`src/rtl/swcap_phase_ctrl.sv`:
```
// Two-phase non-overlapping phase controller for a 2:1 switched-capacitor
// converter. phi1 and phi2 are separated by programmable dead time. Output
// regulation is by pulse-skipping on a feedback comparator, and a forced
// refresh period runs after MAX_SKIP consecutive skips.
module swcap_phase_ctrl #(
  parameter int PH_W     = 8,
  parameter int DT_W     = 1,
  parameter int MAX_SKIP = 15,
  parameter int CNT_W    = 8
) (
  input  logic             clk,
  input  logic             rstb,
  input  logic             en,
  input  logic             fb_low,
  input  logic             skip_en,
  output logic             phi1,
  output logic             phi2,
  output logic             active,
  output logic             skip_pulse,
  output logic [CNT_W-1:0] cycle_cnt
);

  localparam int PER = 2 * (PH_W + DT_W);
  localparam int PCW = $clog2(PER);
  localparam int SCW = $clog2(MAX_SKIP + 1);

  localparam logic [PCW-1:0] PH_LAST = PCW'(PH_W - 1);
  localparam logic [PCW-1:0] DT_LAST = PCW'(DT_W - 1);
  localparam logic [PCW-1:0] SK_LAST = PCW'(PER - 1);
  localparam logic [SCW-1:0] SK_MAX  = SCW'(MAX_SKIP);

  typedef enum logic [2:0] {IDLE, PH1, DT1, PH2, DT2, SKIP} state_t;

  state_t         state;
  logic [PCW-1:0] ph_cnt;
  logic [SCW-1:0] skip_cnt;

  assign active = (state != IDLE);

  // Phase sequencer. Phase outputs are registered alongside the state so they
  // never glitch. fb_low/skip_en/en are only consulted at the decision clock
  // (last DT2 or last SKIP clock), except en, which also aborts a SKIP.
  always_ff @(posedge clk or negedge rstb) begin
    if (!rstb) begin
      state      <= IDLE;
      ph_cnt     <= '0;
      skip_cnt   <= '0;
      phi1       <= 1'b0;
      phi2       <= 1'b0;
      skip_pulse <= 1'b0;
      cycle_cnt  <= '0;
    end else begin
      skip_pulse <= 1'b0;
      case (state)
        IDLE: begin
          ph_cnt <= '0;
          if (en) begin
            state <= PH1;
            phi1  <= 1'b1;
          end
        end
        PH1: begin
          if (ph_cnt == PH_LAST) begin
            state  <= DT1;
            phi1   <= 1'b0;
            ph_cnt <= '0;
          end else begin
            ph_cnt <= ph_cnt + PCW'(1);
          end
        end
        DT1: begin
          if (ph_cnt == DT_LAST) begin
            state  <= PH2;
            phi2   <= 1'b1;
            ph_cnt <= '0;
          end else begin
            ph_cnt <= ph_cnt + PCW'(1);
          end
        end
        PH2: begin
          if (ph_cnt == PH_LAST) begin
            state  <= DT2;
            phi2   <= 1'b0;
            ph_cnt <= '0;
          end else begin
            ph_cnt <= ph_cnt + PCW'(1);
          end
        end
        DT2: begin
          if (ph_cnt == DT_LAST) begin
            // Period completed; the skip run restarts from zero, so a skip
            // is always allowed here (MAX_SKIP >= 1).
            cycle_cnt <= cycle_cnt + CNT_W'(1);
            skip_cnt  <= '0;
            ph_cnt    <= '0;
            if (!en) begin
              state <= IDLE;
            end else if (skip_en && !fb_low) begin
              state      <= SKIP;
              skip_cnt   <= SCW'(1);
              skip_pulse <= 1'b1;
            end else begin
              state <= PH1;
              phi1  <= 1'b1;
            end
          end else begin
            ph_cnt <= ph_cnt + PCW'(1);
          end
        end
        SKIP: begin
          if (!en) begin
            // Nothing is in flight during a skip, so shut down at once.
            state    <= IDLE;
            skip_cnt <= '0;
            ph_cnt   <= '0;
          end else if (ph_cnt == SK_LAST) begin
            ph_cnt <= '0;
            if (skip_en && !fb_low && (skip_cnt < SK_MAX)) begin
              state      <= SKIP;
              skip_cnt   <= skip_cnt + SCW'(1);
              skip_pulse <= 1'b1;
            end else begin
              // Demand or forced refresh after MAX_SKIP idle periods.
              state <= PH1;
              phi1  <= 1'b1;
            end
          end else begin
            ph_cnt <= ph_cnt + PCW'(1);
          end
        end
        default: begin
          state  <= IDLE;
          phi1   <= 1'b0;
          phi2   <= 1'b0;
          ph_cnt <= '0;
        end
      endcase
    end
  end

endmodule
```
`config.mk`:
```
export PLATFORM = sky130hd
export DESIGN_NAME = swcap_phase_ctrl
export DESIGN_NICKNAME = d
export VERILOG_FILES = /design/src/rtl/swcap_phase_ctrl.sv
export SDC_FILE = /design/constraint.sdc
export NUM_CORES = 1
export LEC_CHECK = 0
export BUFFER_PORTS_ARGS = -buffer_cell sky130_fd_sc_hd__buf_4
export CORE_MARGIN = 3
export CORE_UTILIZATION = 49
export DETAILED_ROUTE_END_ITERATION = 12
export PLACE_DENSITY = 0.69
export SLEW_MARGIN = 20
export SYNTH_ARGS = -nofsm -noshare
export SYNTH_HDL_FRONTEND = slang
export SYNTH_SLANG_ARGS = --single-unit
```
`constraint.sdc`:
```
create_clock -name clk -period 2.2 [get_ports clk]
set_clock_uncertainty 0.05 [all_clocks]
set_input_delay 0.22 -clock clk [delete_from_list [all_inputs] [get_ports clk]]
set_output_delay 0.22 -clock clk [all_outputs]
set_load 0.03 [all_outputs]
```
# --- After elaboration in Yosys (flattened, before gate mapping) ---
# Index checks and enable logic that the tools add are counted.
word_totals:
  word_cells: 89
  out_inout_bits: 12
  reg_bits: 23
  in_bits: 5
op_classes:
  mux: 41
  n_lt_le_gt_ge: 1
  bitwise: 2
  n_reduce_logical: 16
  n_eq_ne: 19
  add_sub_neg: 3
ops:
  columns: ["operator", "n"]
  rows:
  - ["$mux W3", 10]
  - ["$mux W5", 4]
  - ["$ne A2 B2 Y1 const B", 10]
  - ["$pmux W3 S6", 1]
  - ["$mux W1", 17]
  - ["$mux W4", 4]
  - ["$pmux W5 S3", 1]
  - ["$reduce_and A9 Y1", 1]
  - ["$add A8 B1 Y8 const B", 1]
  - ["$pmux W4 S2", 1]
  - ["$eq A3 B2 Y1 const B", 2]
  - ["$eq A3 B3 Y1 const B", 2]
  - ["$ne A3 B3 Y1 const B", 2]
  - ["$reduce_and A6 Y1", 1]
  - ["$reduce_or A2 Y1", 3]
  - ["$add A5 B1 Y5 const B", 1]
  - ["$eq A5 B3 Y1 const B", 1]
  - ["$eq A5 B5 Y1 const B", 1]
  - ["$logic_not A5 Y1", 1]
  - ["$pmux W1 S5", 1]
  - ["$add A4 B1 Y4 const B", 1]
  - ["$lt A4 B4 Y1 const B", 1]
  - ["$reduce_and A4 Y1", 1]
  - ["$reduce_or A4 Y1", 1]
  - ["other kinds (11)", 13]

# --- Depth between registers and ports, before layout ---
depth:
  ltp_word: 7
  depth_mapped: 6
  depth_no_buf: 6

# --- Worst setup path after synthesis ---
# Ideal clock, no wire load.
synth_path:
  path_kind: "reg-to-reg"
  from: "register ph_cnt[0]"
  to: "register cycle_cnt[1]"
  setup_time_ps: 125
  path_stages_with_launch: 6
  arrival_ps: 1696
  slack_ps: 330
  synth_period_minus_slack_ps: 1870
  t_required_ps: 2025
  n_path_buf: 0
  path_cell_list: "dfrtp_1 -> inv_1 -> ha_1 -> or4b_4 -> nor3_4 -> mux2_2"
synth_between:
  elab_chain_len: 2
synth_lines:
  columns: ["element", "line", "text"]
  rows:
  - ["start, declared", "35", "logic [PCW-1:0] ph_cnt;"]
  - ["start signal, assigned", "68", "ph_cnt <= ph_cnt + PCW'(1);"]
  - ["start signal, assigned", "77", "ph_cnt <= ph_cnt + PCW'(1);"]
  - ["start signal, assigned", "86", "ph_cnt <= ph_cnt + PCW'(1);"]
  - ["$logic_not A5 Y1", "90", "if (ph_cnt == DT_LAST) begin"]
  - ["$reduce_and A2 Y1 (no line)", null, null]
  - ["end signal, assigned", "93", "cycle_cnt <= cycle_cnt + CNT_W'(1);"]
  - ["end, declared", "20", "output logic [CNT_W-1:0] cycle_cnt"]
# Every way passes these cells.
# A chain may end at the register's enable or synchronous reset.

# --- Worst setup path in the final report ---
# Ends and elaborated chain as after synthesis.

==> impl_metrics.py <==
metrics = {
    "layout": {
        "fin_nets": 166,
        "num-fill-cells": 229,
        "syn2layout_area_growth_pct": 11.9,
        "regArea_um2": 576,
        "multi_input_area_um2": 777,
        "antenna_cells": 0,
        "drive_above_1_share_pct": 19.4,
    },
    "clock_tree": {
        "clock-root-buffer": "clkbuf_4",
        "numCtsBuffers": 3,
        "cts_tree": "built",
        "ctsHtreeMaxLevel": 1,
        "clk_path_buf_depth": 2,
        "post_cts.repair.setup_buffers": 0,
        "clock_sinks": 23,
        "cts.clk_slew.worst_paths_ps": 130,
        "clk_latency_ps": 310,
    },
    "outcome": {
        "status": "finished, final reports clean",
    },
    "critical_path": {
        "crit_arrival_ps": 2150,
        "critical_path.top_delay_family": "simple AND/OR/NAND/NOR gates",
        "crit_path_start_kind": "flip-flop",
        "required_ps": 2370,
        "worst-path-buf-inv": 1,
        "cp.depth": 5,
        "timing.rr.start": "ph_cnt[0]",
        "critical_path_class": "flip-flop to flip-flop",
        "worstPathCellList": "inv_1 > ha_1 > or4b_4 > nor3_4 > mux2_2",
        "r2r_cells": 5,
        "crit_path_max_fanout": 9,
        "end_kind": "flip-flop",
        "rr_endpoint": "cycle_cnt[1]",
        "ff2ff_setup_slack_ps": 220,
        "slowest_delay_ps": 480,
        "cpMaxStageDelayCell": "or4b_4",
    },
    "sta": {
        "fmax_ghz": 0.504,
        "fin_crit_sh_pct": 90.2,
        "slew_headroom_pct": 67.0,
        "slew_viol_final": 0,
        "worst_slew_pin_slew_ps": 482,
        "final-setup-viol-count": 0,
        "timing.setup.tns_ps": 0,
        "fin_ws_ps": 215,
        "fin_crit_ps": 1980,
        "hold_viol_final": 0,
        "rsz0062_at_grt": "no",
    },
    "logic_synthesis": {
        "synth_nets": 148,
        "synth_cell_type_count": 50,
        "yosysTopAreaCellShare_pct": 40.8,
        "synth_async_sr_flop_share_pct": 100,
        "seq_area_frac_synth_pct": 40.8,
        "ys.flop_type": "dfrtp_1",
        "synth_area_mm2": 0.00141,
        "yosysTopAreaCell": "dfrtp_1",
        "synthTopCellsByCount": "23 x dfrtp_1, 8 x nor2_1, 8 x xnor2_1",
        "yosysMostFrequentCell": "dfrtp_1",
        "synth_edf_count": 0,
        "synth-seq-cells": 23,
        "synthCells": 138,
        "syn-mean-instance-area_um2": 10.2,
        "ys_warn_count": 0,
        "synthTopCellsByArea": "dfrtp_1 41%, xnor2_1 5.0%, ha_1 4.4%",
    },
    "run": {
        "drv_cap": 0,
    },
    "floorplan": {
        "ios": 17,
        "num_rows": 18,
        "fp.dieH_um": 59.6,
        "start_util_pct": 54.0,
        "core-area_mm2": 0.00261,
        "die_w_um": 59.6,
        "dieArea_mm2": 0.00356,
    },
    "power": {
        "power_density_mw_per_mm2": 856,
        "peakVddDrop_v": 0.000710,
        "leakage_nw": 0.686,
    },
    "routing": {
        "wirelength_um": 2790,
        "drtPass1Iterations": 4,
        "drtAntennaViolNets": 0,
        "drc": 0,
        "avgRoutedWirePerCell_um": 15.1,
        "num_vias": 1090,
        "drtIter0Drc": 47,
        "routed_via_density": 5.89,
    },
    "placed_design": {
        "hpwl_um": 2040,
        "globalplace.congestion": 0.841,
        "io_buffers": 16,
        "place_ws_ps": 218,
    },
    "global_routing": {
        "grt_usage_pct": 17.4,
        "grt_pass1_wl_um": 4820,
        "grt_max_degree": 24,
        "grt_remaining_overflow": 0,
        "grt_pass1_vias": 1067,
        "antenna_found_initial": 0,
    },
    "hold_path": {
        "worstHoldPathCells": 3,
        "hold_path_end": "skip_cnt[1]",
        "min_from": "en",
        "hold_class": "input pin to flip-flop",
    },
}
stage by stage:
stage | hold slack (ps) | util, % | power, mW | cells | cell area, um^2
2_1_floorplan | -126 | - | 1.02 | 138 | 1410
3_3_place_gp | 80.2 | 59.0 | 1.14 | 180 | 1540
3_5_place_dp | 85.7 | 59.0 | 1.15 | 180 | 1540
4_1_cts | 143 | 60.4 | 1.36 | 185 | 1580
5_1_grt | 155 | 60.4 | 1.44 | 185 | 1580
6_report | 157 | 60.4 | 1.35 | 185 | 1580
logic make-up after synthesis:
logic type / Yosys count / synth area share, %
AND/OR/NAND/NOR: 52 / 24.7
buffers and inverters: 11 / 4.08
AO/OA/AOI/OAI: 35 / 18.4
flip-flops: 23 / 40.8
multiplexers: 1 / 0.799
adder cells (fa/ha/maj): 5 / 4.44
XOR/XNOR: 11 / 6.83
sequential cells by signal, indices dropped and copies added, names as in the netlist:
signal,cells
cycle_cnt,8
ph_cnt,5
skip_cnt,4
state,3
phi1,1
phi2,1
skip_pulse,1
cell type report:
type | instances | share of cell area, %
clock buffers | 3 | 1.43
clock inverters | 1 | 0.317
inverters | 6 | 1.43
multi-input cells | 104 | 49.2
flip-flops and latches | 23 | 36.5
well taps | 30 | 2.38
repair buffers | 18 | 8.72
cell usage in the layout (no fill, tap or decap), types with 3 or more instances in the layout:
master    Yosys  routed
a21oi_1       5       5
and3_1        4       4
buf_4         0      17
clkbuf_4      0       3
dfrtp_1      23      23
ha_1          5       5
inv_1         6       6
nand2_1       6       6
nand2b_1      5       5
nand3_1       3       3
nand4_1       6       6
nor2_1        8       8
nor2b_1       3       3
o21ai_0       6       6
o31ai_1       4       4
xnor2_1       8       8
xor2_1        3       3
routing by layer:
metal  GRT usage (%)  vias up  part of all wire [%]
li1                -      551                     -
met1            24.3      509                    48
met2            27.9       30                    46
met3            4.58        0                   5.5
met4            1.90        0                     0
met5               0        -                     0
worst max-delay path by stage:
stage	slack, ps	start	end
2_1_floorplan	330	ph_cnt[0]	cycle_cnt[1]
3_3_place_gp	270	ph_cnt[0]	cycle_cnt[1]
3_5_place_dp	220	ph_cnt[0]	cycle_cnt[1]
4_1_cts	200	ph_cnt[0]	cycle_cnt[1]
5_1_grt	40	ph_cnt[0]	phi1
6_report	220	ph_cnt[0]	cycle_cnt[1]
tightest hold or removal path, delay by kind of cell:
family | cells | cell delay [ps]
compound gates | 1 | 70
buf+inv | 1 | 130
simple gates | 1 | 70
report_power, final:
group,internal (mW),switching [mW]
Combinational,0.256,0.289
Clock,0.0681,0.132
Sequential,0.482,0.123
Total,0.807,0.543
timing repair:
item,in CTS,in global routing
hold buffers,1,0
endpoints found under the hold margin,23,0
gates resized for setup,0,0
No activity file was read; power rests on OpenSTA's default activity.
